$ cat src/rtl/dfi_phy_ctrl_responder.sv
// rtl/dfi_phy_ctrl_responder.sv - PHY-side responder for DFI init, ctrlupd and phyupd handshakes
//
// Ports:
//   core_clk, core_arstn       clock and asynchronous active-low reset
//   dfi_init_start (in)        controller init request
//   dfi_freq_ratio (in, 2)     must be 2'b11 for init to complete
//   dfi_init_complete (out)    PHY initialised
//   dfi_ctrlupd_req/ack        controller-initiated update handshake
//   dfi_phyupd_req/type (out)  PHY-initiated update request and its latched type
//   dfi_phyupd_ack (in)        controller grant for the PHY update
//   phy_lock (in)              PLL/DLL locked
//   phy_upd_need/type (in)     calibration logic wants an update of this type
//   phy_upd_go (out)           PHY update window open
//   ctrl_upd_go (out)          mirrors dfi_ctrlupd_ack
//   phyupd_timeout (out)       sticky ack-timeout flag, cleared only by reset
module dfi_phy_ctrl_responder #(
  parameter int T_INIT        = 64,
  parameter int T_CTRLUPD_ACK = 2,
  parameter int T_PHYUPD_RESP = 256,
  parameter int T_PHYUPD_HOLD = 16
) (
  input  logic       core_clk,
  input  logic       core_arstn,
  input  logic       dfi_init_start,
  input  logic [1:0] dfi_freq_ratio,
  output logic       dfi_init_complete,
  input  logic       dfi_ctrlupd_req,
  output logic       dfi_ctrlupd_ack,
  output logic       dfi_phyupd_req,
  output logic [1:0] dfi_phyupd_type,
  input  logic       dfi_phyupd_ack,
  input  logic       phy_lock,
  input  logic       phy_upd_need,
  input  logic [1:0] phy_upd_type,
  output logic       phy_upd_go,
  output logic       ctrl_upd_go,
  output logic       phyupd_timeout
);

  localparam int TMAX_A = (T_INIT > T_CTRLUPD_ACK) ? T_INIT : T_CTRLUPD_ACK;
  localparam int TMAX_B = (T_PHYUPD_RESP > T_PHYUPD_HOLD) ? T_PHYUPD_RESP : T_PHYUPD_HOLD;
  localparam int TMAX   = (TMAX_A > TMAX_B) ? TMAX_A : TMAX_B;
  localparam int CW     = $clog2(TMAX + 1);

  typedef enum logic [2:0] {
    WAIT_START,
    INIT_CNT,
    READY,
    CTRLUPD,
    PHYUPD_REQ,
    PHYUPD_ACT,
    PHYUPD_DONE
  } state_t;

  state_t        state, state_nxt;
  logic [CW-1:0] cnt, cnt_nxt;
  logic          init_complete_nxt;
  logic          ctrlupd_ack_nxt;
  logic          phyupd_req_nxt;
  logic [1:0]    phyupd_type_nxt;
  logic          phy_go_nxt;
  logic          ctrl_go_nxt;
  logic          timeout_nxt;

  always_ff @(posedge core_clk or negedge core_arstn) begin
    if (!core_arstn) begin
      state             <= WAIT_START;
      cnt               <= '0;
      dfi_init_complete <= 1'b0;
      dfi_ctrlupd_ack   <= 1'b0;
      dfi_phyupd_req    <= 1'b0;
      dfi_phyupd_type   <= 2'b00;
      phy_upd_go        <= 1'b0;
      ctrl_upd_go       <= 1'b0;
      phyupd_timeout    <= 1'b0;
    end else begin
      state             <= state_nxt;
      cnt               <= cnt_nxt;
      dfi_init_complete <= init_complete_nxt;
      dfi_ctrlupd_ack   <= ctrlupd_ack_nxt;
      dfi_phyupd_req    <= phyupd_req_nxt;
      dfi_phyupd_type   <= phyupd_type_nxt;
      phy_upd_go        <= phy_go_nxt;
      ctrl_upd_go       <= ctrl_go_nxt;
      phyupd_timeout    <= timeout_nxt;
    end
  end

  // Counts that end "N cycles after the sampling edge" load N-1 and fire on
  // the edge that sees zero. The phyupd counts load N because their first
  // edge is spent raising the output one cycle after the triggering sample.
  always_comb begin
    state_nxt         = state;
    cnt_nxt           = cnt;
    init_complete_nxt = dfi_init_complete;
    ctrlupd_ack_nxt   = dfi_ctrlupd_ack;
    phyupd_req_nxt    = dfi_phyupd_req;
    phyupd_type_nxt   = dfi_phyupd_type;
    phy_go_nxt        = phy_upd_go;
    ctrl_go_nxt       = ctrl_upd_go;
    timeout_nxt       = phyupd_timeout;

    if (state != WAIT_START && state != INIT_CNT && !phy_lock) begin
      // Lock loss drops everything except the sticky timeout.
      state_nxt         = WAIT_START;
      cnt_nxt           = '0;
      init_complete_nxt = 1'b0;
      ctrlupd_ack_nxt   = 1'b0;
      phyupd_req_nxt    = 1'b0;
      phyupd_type_nxt   = 2'b00;
      phy_go_nxt        = 1'b0;
      ctrl_go_nxt       = 1'b0;
    end else begin
      case (state)
        WAIT_START: begin
          if (dfi_init_start) begin
            state_nxt = INIT_CNT;
            cnt_nxt   = CW'(T_INIT - 1);
          end
        end
        INIT_CNT: begin
          if (!dfi_init_start) begin
            state_nxt = WAIT_START;
            cnt_nxt   = '0;
          end else if (cnt == '0) begin
            if (phy_lock && dfi_freq_ratio == 2'b11) begin
              state_nxt         = READY;
              init_complete_nxt = 1'b1;
            end
          end else begin
            cnt_nxt = cnt - CW'(1);
          end
        end
        READY: begin
          if (dfi_ctrlupd_req) begin
            state_nxt = CTRLUPD;
            cnt_nxt   = CW'(T_CTRLUPD_ACK - 1);
          end else if (phy_upd_need) begin
            state_nxt       = PHYUPD_REQ;
            cnt_nxt         = CW'(T_PHYUPD_RESP);
            phyupd_type_nxt = phy_upd_type;
          end
        end
        CTRLUPD: begin
          if (!dfi_ctrlupd_req) begin
            state_nxt       = READY;
            cnt_nxt         = '0;
            ctrlupd_ack_nxt = 1'b0;
            ctrl_go_nxt     = 1'b0;
          end else if (cnt == '0) begin
            ctrlupd_ack_nxt = 1'b1;
            ctrl_go_nxt     = 1'b1;
          end else begin
            cnt_nxt = cnt - CW'(1);
          end
        end
        PHYUPD_REQ: begin
          // Ack is only honoured once req is visible to the controller.
          if (!dfi_phyupd_req) begin
            phyupd_req_nxt = 1'b1;
            cnt_nxt        = cnt - CW'(1);
          end else if (dfi_phyupd_ack) begin
            state_nxt = PHYUPD_ACT;
            cnt_nxt   = CW'(T_PHYUPD_HOLD);
          end else if (cnt == '0) begin
            state_nxt      = PHYUPD_DONE;
            phyupd_req_nxt = 1'b0;
            timeout_nxt    = 1'b1;
          end else begin
            cnt_nxt = cnt - CW'(1);
          end
        end
        PHYUPD_ACT: begin
          if (cnt == '0) begin
            state_nxt      = PHYUPD_DONE;
            phyupd_req_nxt = 1'b0;
            phy_go_nxt     = 1'b0;
          end else begin
            phy_go_nxt = 1'b1;
            cnt_nxt    = cnt - CW'(1);
          end
        end
        PHYUPD_DONE: begin
          if (!dfi_phyupd_ack) begin
            state_nxt = READY;
            cnt_nxt   = '0;
          end
        end
        default: begin
          state_nxt = WAIT_START;
          cnt_nxt   = '0;
        end
      endcase
    end
  end

endmodule

$ cat config.mk
export PLATFORM = sky130hd
export DESIGN_NAME = dfi_phy_ctrl_responder
export DESIGN_NICKNAME = d
export VERILOG_FILES = /design/src/rtl/dfi_phy_ctrl_responder.sv
export SDC_FILE = /design/constraint.sdc
export NUM_CORES = 1
export LEC_CHECK = 0
export ABC_AREA = 1
export BUFFER_PORTS_ARGS = -buffer_cell sky130_fd_sc_hd__buf_4
export CORE_AREA = 2 2 76 42
export DETAILED_ROUTE_END_ITERATION = 6
export DIE_AREA = 0 0 78 44
export PLACE_DENSITY = 0.76
export SYNTH_ARGS = -nofsm -noshare
export SYNTH_HDL_FRONTEND = slang
export SYNTH_SLANG_ARGS = --single-unit
$ cat constraint.sdc
create_clock -name core_clk -period 2.34 [get_ports core_clk]
set_clock_uncertainty 0.1 [all_clocks]
set_input_delay 0 -clock core_clk [delete_from_list [all_inputs] [get_ports core_clk]]
set_output_delay 0 -clock core_clk [all_outputs]
set_load 0.1 [all_outputs]
==> report_table.html <==
<table>
<tr><th>Metric</th><th>Value</th></tr>
<tr><th colspan="2">Placement</th></tr>
<tr><td>Global placer's final weighted congestion</td><td>between 0.9 and 1</td></tr>
<tr><td>DPL Wire Length</td><td>about 2.8 mm</td></tr>
<tr><td>Number of buffers inserted by port buffering</td><td>18</td></tr>
<tr><th colspan="2">Clock network</th></tr>
<tr><td>CTS tree</td><td>yes</td></tr>
<tr><td>Count of instances resized after the clock tree is built</td><td>0</td></tr>
<tr><td>Clock latency reported for the late side of the worst-skew pair</td><td>roughly 260 ps</td></tr>
<tr><td>Number of buffers inserted by post-CTS setup repair</td><td>0</td></tr>
<tr><td>Number of levels in the clock H-tree</td><td>1</td></tr>
<tr><td>Inserted Clock Buffers</td><td>3</td></tr>
<tr><td>Number of sinks handled by clock tree synthesis</td><td>19</td></tr>
<tr><td>Clock Pin Slew Worst Setup and Hold Paths</td><td>~80 ps</td></tr>
<tr><td>Hold-fix buffers, CTS</td><td>4</td></tr>
<tr><td>Maximum buffer depth of the clock tree</td><td>2</td></tr>
<tr><td>Clock Tree Root</td><td>sky130_fd_sc_hd__clkbuf_8</td></tr>
<tr><th colspan="2">Synth</th></tr>
<tr><td>Top cell types by occurrence after synthesis</td><td>sky130_fd_sc_hd__nand2_1, sky130_fd_sc_hd__inv_1, sky130_fd_sc_hd__dfrtp_1, sky130_fd_sc_hd__nand3_1, sky130_fd_sc_hd__nor2_1</td></tr>
<tr><td>Summed instance area of the synthesized netlist</td><td>0.00145 mm^2</td></tr>
<tr><td>Number of synthesized flops with an enable pin</td><td>0</td></tr>
<tr><td>Number of register bits inferred by synthesis</td><td>19</td></tr>
<tr><td>Most common cell in the synthesized netlist</td><td>sky130_fd_sc_hd__nand2_1</td></tr>
<tr><td>Async S/R FF share, synth</td><td>100%</td></tr>
<tr><td>Fraction of post-synthesis cell area in the top cell type by area</td><td>~33%</td></tr>
<tr><td>Post-synthesis instance total</td><td>between 200 and 250</td></tr>
<tr><td>Number of distinct library cells after synthesis</td><td>31</td></tr>
<tr><td>Yosys warnings</td><td>0</td></tr>
<tr><td>Yosys top cell by area</td><td>sky130_fd_sc_hd__dfrtp_1</td></tr>
<tr><td>Net count after synthesis</td><td>around 220</td></tr>
<tr><td>Share of synthesized area occupied by flip-flops and latches</td><td>between 30% and 40%</td></tr>
<tr><td>Top cells by area in the synthesized netlist</td><td>sky130_fd_sc_hd__dfrtp_1, sky130_fd_sc_hd__nand2_1, sky130_fd_sc_hd__inv_1, sky130_fd_sc_hd__nand3_1, sky130_fd_sc_hd__nor2_1</td></tr>
<tr><td>Synthesized area per cell</td><td>between 6 and 7 um^2</td></tr>
<tr><td>Most common flop cell mapped by yosys</td><td>sky130_fd_sc_hd__dfrtp_1</td></tr>
<tr><th colspan="2">Power</th></tr>
<tr><td>Share of total power in the clock network</td><td>10.5%</td></tr>
<tr><td>Static leakage</td><td>about 0.00089 uW</td></tr>
<tr><td>Reg power frac</td><td>approximately 26%</td></tr>
<tr><td>Worst supply voltage drop on vdd</td><td>~0.89 mV</td></tr>
<tr><td>Power per cell area</td><td>roughly 1400 mW/mm^2</td></tr>
<tr><td>Reported net switching power</td><td>1310 uW</td></tr>
<tr><td>Power consumption</td><td>approximately 2300 uW</td></tr>
<tr><td>Internal power contribution</td><td>between 900 and 1000 uW</td></tr>
<tr><td>Switching power share of the total</td><td>between 50% and 60%</td></tr>
<tr><td>Comb power frac</td><td>between 60% and 70%</td></tr>
<tr><th colspan="2">Outcome</th></tr>
<tr><td>Result of the run</td><td>complete, no violations</td></tr>
<tr><th colspan="2">Drt</th></tr>
<tr><td>1st-pass router iterations</td><td>5</td></tr>
<tr><td>DR vias</td><td>1440</td></tr>
<tr><td>Detailed-route wire length</td><td>between 3 and 4 mm</td></tr>
<tr><td>DR iter-0 viols</td><td>roughly 220</td></tr>
<tr><td>Drt via density</td><td>about 5.2</td></tr>
<tr><td>Number of nets with antenna violations after routing</td><td>0</td></tr>
<tr><td>DRC violations left</td><td>0</td></tr>
<tr><td>Routed length per placed instance</td><td>around 13 um</td></tr>
<tr><th colspan="2">Global route</th></tr>
<tr><td>Remaining Overflow, GRT</td><td>0</td></tr>
<tr><td>Global-route wire length before repair</td><td>6.15 mm</td></tr>
<tr><td>Initial antenna violation count</td><td>0</td></tr>
<tr><td>Pin count of the biggest net entering global routing</td><td>20</td></tr>
<tr><td>GRT Total Usage</td><td>a little under a quarter</td></tr>
<tr><td>Vias in the first global route</td><td>1226</td></tr>
<tr><th colspan="2">Floorplan</th></tr>
<tr><td>Area inside the core boundary</td><td>~0.0028 mm^2</td></tr>
<tr><td>Die X</td><td>between 70 and 80 um</td></tr>
<tr><td>Initial core utilization</td><td>between 50% and 60%</td></tr>
<tr><td>Floorplan row count</td><td>14</td></tr>
<tr><td>Chip height</td><td>~44 um</td></tr>
<tr><td>Full die area</td><td>0.00343 mm^2</td></tr>
<tr><td>Io pins</td><td>19</td></tr>
<tr><th colspan="2">STA</th></tr>
<tr><td>Post-route minimum period</td><td>1970 ps</td></tr>
<tr><td>Setup TNS</td><td>0 ps</td></tr>
<tr><td>RSZ-0062 raised after global routing</td><td>no</td></tr>
<tr><td>Hold Worst Slack</td><td>roughly 46 ps</td></tr>
<tr><td>Final Hold Viols</td><td>0</td></tr>
<tr><td>Slew Limit Fails</td><td>0</td></tr>
<tr><td>Normalized max-slew margin</td><td>roughly 76%</td></tr>
<tr><td>Period utilization</td><td>a little over four fifths</td></tr>
<tr><td>Achievable clock frequency</td><td>a little over 500 MHz</td></tr>
<tr><td># setup viols final</td><td>0</td></tr>
<tr><td>Transition time of the tightest slew-check pin</td><td>353 ps</td></tr>
<tr><th colspan="2">Setup path</th></tr>
<tr><td>Buffer and inverter count on the worst path</td><td>2</td></tr>
<tr><td>Critical path fanouts, max</td><td>5</td></tr>
<tr><td>Arrival time reported for the critical path endpoint</td><td>2030 ps</td></tr>
<tr><td>Dominant cell type by count on the critical path</td><td>sky130_fd_sc_hd__nand2_2</td></tr>
<tr><td>Required time reported for the critical path endpoint</td><td>2400 ps</td></tr>
<tr><td>Slowest cell on the critical path</td><td>sky130_fd_sc_hd__dfrtp_1</td></tr>
<tr><td>Kind of cell with the highest combined delay on the critical path</td><td>simple AND/OR/NAND/NOR gates</td></tr>
<tr><td>Highest cell delay on the worst timing path</td><td>slightly below 400 ps</td></tr>
<tr><td>Classification of the worst setup path</td><td>reg2reg</td></tr>
<tr><td>Type of element capturing the critical path</td><td>flop</td></tr>
<tr><td>Cells along the critical path</td><td>inv_1 -&gt; ha_1 -&gt; inv_1 -&gt; nor2_2 -&gt; nand2_2 -&gt; nor3_4 -&gt; nand2_2 -&gt; a21oi_2 -&gt; nand2_2 -&gt; nand2_1 -&gt; o21ai_1</td></tr>
<tr><td>Type of origin of the critical path</td><td>flop</td></tr>
<tr><th colspan="2">Finish</th></tr>
<tr><td>Layout cells sized above 1</td><td>between 20% and 30%</td></tr>
<tr><td>Antenna cell count</td><td>0</td></tr>
<tr><td>Layout net count</td><td>about 250</td></tr>
<tr><td>Count of fill cells added during filler insertion</td><td>between 200 and 300</td></tr>
<tr><td>Area added between synthesis and finish</td><td>16.7%</td></tr>
<tr><th colspan="2">Flow run</th></tr>
<tr><td>Max Cap Viol</td><td>0</td></tr>
<tr><th colspan="2">Worst hold path</th></tr>
<tr><td>Worst Hold Class</td><td>in2async</td></tr>
</table>
-- metal layers --
metal,global-route usage [%],part of all wire [%]
met2,30.2,36
met1,38.6,52
met4,4.21,0.49
met5,0,0
met3,7.29,11
-- placed cells by master (no fill, tap or decap) --
| cell type | count |
|---|---|
| sky130_fd_sc_hd__a211oi_1 | 1 |
| sky130_fd_sc_hd__a21oi_1 | 5 |
| sky130_fd_sc_hd__a21oi_2 | 1 |
| sky130_fd_sc_hd__a31o_2 | 1 |
| sky130_fd_sc_hd__a31oi_1 | 1 |
| sky130_fd_sc_hd__buf_4 | 18 |
| sky130_fd_sc_hd__clkbuf_8 | 3 |
| sky130_fd_sc_hd__clkinv_2 | 1 |
| sky130_fd_sc_hd__dfrtp_1 | 19 |
| sky130_fd_sc_hd__dlygate4sd3_1 | 4 |
| sky130_fd_sc_hd__ha_1 | 1 |
| sky130_fd_sc_hd__inv_1 | 28 |
| sky130_fd_sc_hd__inv_2 | 5 |
| sky130_fd_sc_hd__inv_4 | 1 |
| sky130_fd_sc_hd__nand2_1 | 62 |
| sky130_fd_sc_hd__nand2_2 | 7 |
| sky130_fd_sc_hd__nand2_4 | 1 |
| sky130_fd_sc_hd__nand3_1 | 18 |
| sky130_fd_sc_hd__nand3_2 | 5 |
| sky130_fd_sc_hd__nand3_4 | 1 |
| sky130_fd_sc_hd__nand4_1 | 3 |
| sky130_fd_sc_hd__nor2_1 | 15 |
| sky130_fd_sc_hd__nor2_2 | 7 |
| sky130_fd_sc_hd__nor2_4 | 2 |
| sky130_fd_sc_hd__nor3_1 | 4 |
| sky130_fd_sc_hd__nor3_4 | 1 |
| sky130_fd_sc_hd__o21a_1 | 1 |
| sky130_fd_sc_hd__o21ai_0 | 11 |
| sky130_fd_sc_hd__o21ai_1 | 4 |
| sky130_fd_sc_hd__o21ai_2 | 1 |
| sky130_fd_sc_hd__o21bai_2 | 1 |
| sky130_fd_sc_hd__or2_2 | 1 |
| sky130_fd_sc_hd__xor2_1 | 1 |
-- worst register-to-register path, stage by stage, from the launching register on --
cell                      delay, ps
sky130_fd_sc_hd__dfrtp_1        390
sky130_fd_sc_hd__inv_1          110
sky130_fd_sc_hd__ha_1           240
sky130_fd_sc_hd__inv_1           70
sky130_fd_sc_hd__nor2_2         100
sky130_fd_sc_hd__nand2_2        110
sky130_fd_sc_hd__nor3_4         270
sky130_fd_sc_hd__nand2_2        100
sky130_fd_sc_hd__a21oi_2        140
sky130_fd_sc_hd__nand2_2        100
sky130_fd_sc_hd__nand2_1         70
sky130_fd_sc_hd__o21ai_1         60
-- path summary, 6_finish.rpt --
kind / start / to / slack (ps) / cells after the start
setup / recovery: cnt[0] / state[0] / 370 / 11
hold / removal: core_arstn / state[1] / 50 / 2
setup reg to reg: cnt[0] / state[0] / 370 / 11
hold reg to reg: phyupd_timeout / phyupd_timeout / 390 / 1
max in group asynchronous: core_arstn / cnt[2] / 1880 / 2
min in group core_clk: dfi_phyupd_ack / state[0] / 80 / 5
-- power by group through the flow --
stage	sequential, uW	clock [uW]	combinational, uW
floorplan	791	0	948
global placement	594	0	1440
detailed placement	594	0	1440
CTS	588	247	1450
global route	607	258	1630
finish	590	241	1470
-- per-stage QoR --
| step | setup WS (ps) | util (%) | area, um^2 | instances |
|---|---|---|---|---|
| floorplan | 375 | - | 1450 | 212 |
| global placement | 446 | 57.1 | 1600 | 267 |
| detailed placement | 415 | 57.1 | 1600 | 267 |
| CTS | 401 | 60.2 | 1690 | 275 |
| global route | 229 | 60.2 | 1690 | 275 |
| finish | 368 | 60.2 | 1690 | 275 |
-- cells by family after synthesis --
kind of cell / after synthesis / synth area share [%]
DFF: 19 / 32.9
xor gates and xnor gates: 1 / 0.606
adders and majority gates: 1 / 0.866
buffers and inverters: 37 / 11.1
and+or+nand+nor: 127 / 43.6
AOI/OAI and AO/OA: 27 / 11.0
-- area by class of cell --
type | count | area, um^2 | area share, %
tap | 40 | 50.0 | 2.97
clock inverter | 1 | 5.00 | 0.297
timing repair buffer | 22 | 175 | 10.4
inverter | 34 | 130 | 7.72
multi-input combinational | 156 | 810 | 48.0
clock buffer | 3 | 41.3 | 2.45
sequential | 19 | 475 | 28.2
-- state kept, by name, summed over array words and instances (netlist names) --
signal             flops
cnt                    9
ctrl_upd_go            1
dfi_init_complete      1
dfi_phyupd_req         1
dfi_phyupd_type        2
phy_upd_go             1
phyupd_timeout         1
state                  3
Note: power is estimated with default switching activity, not from simulation.
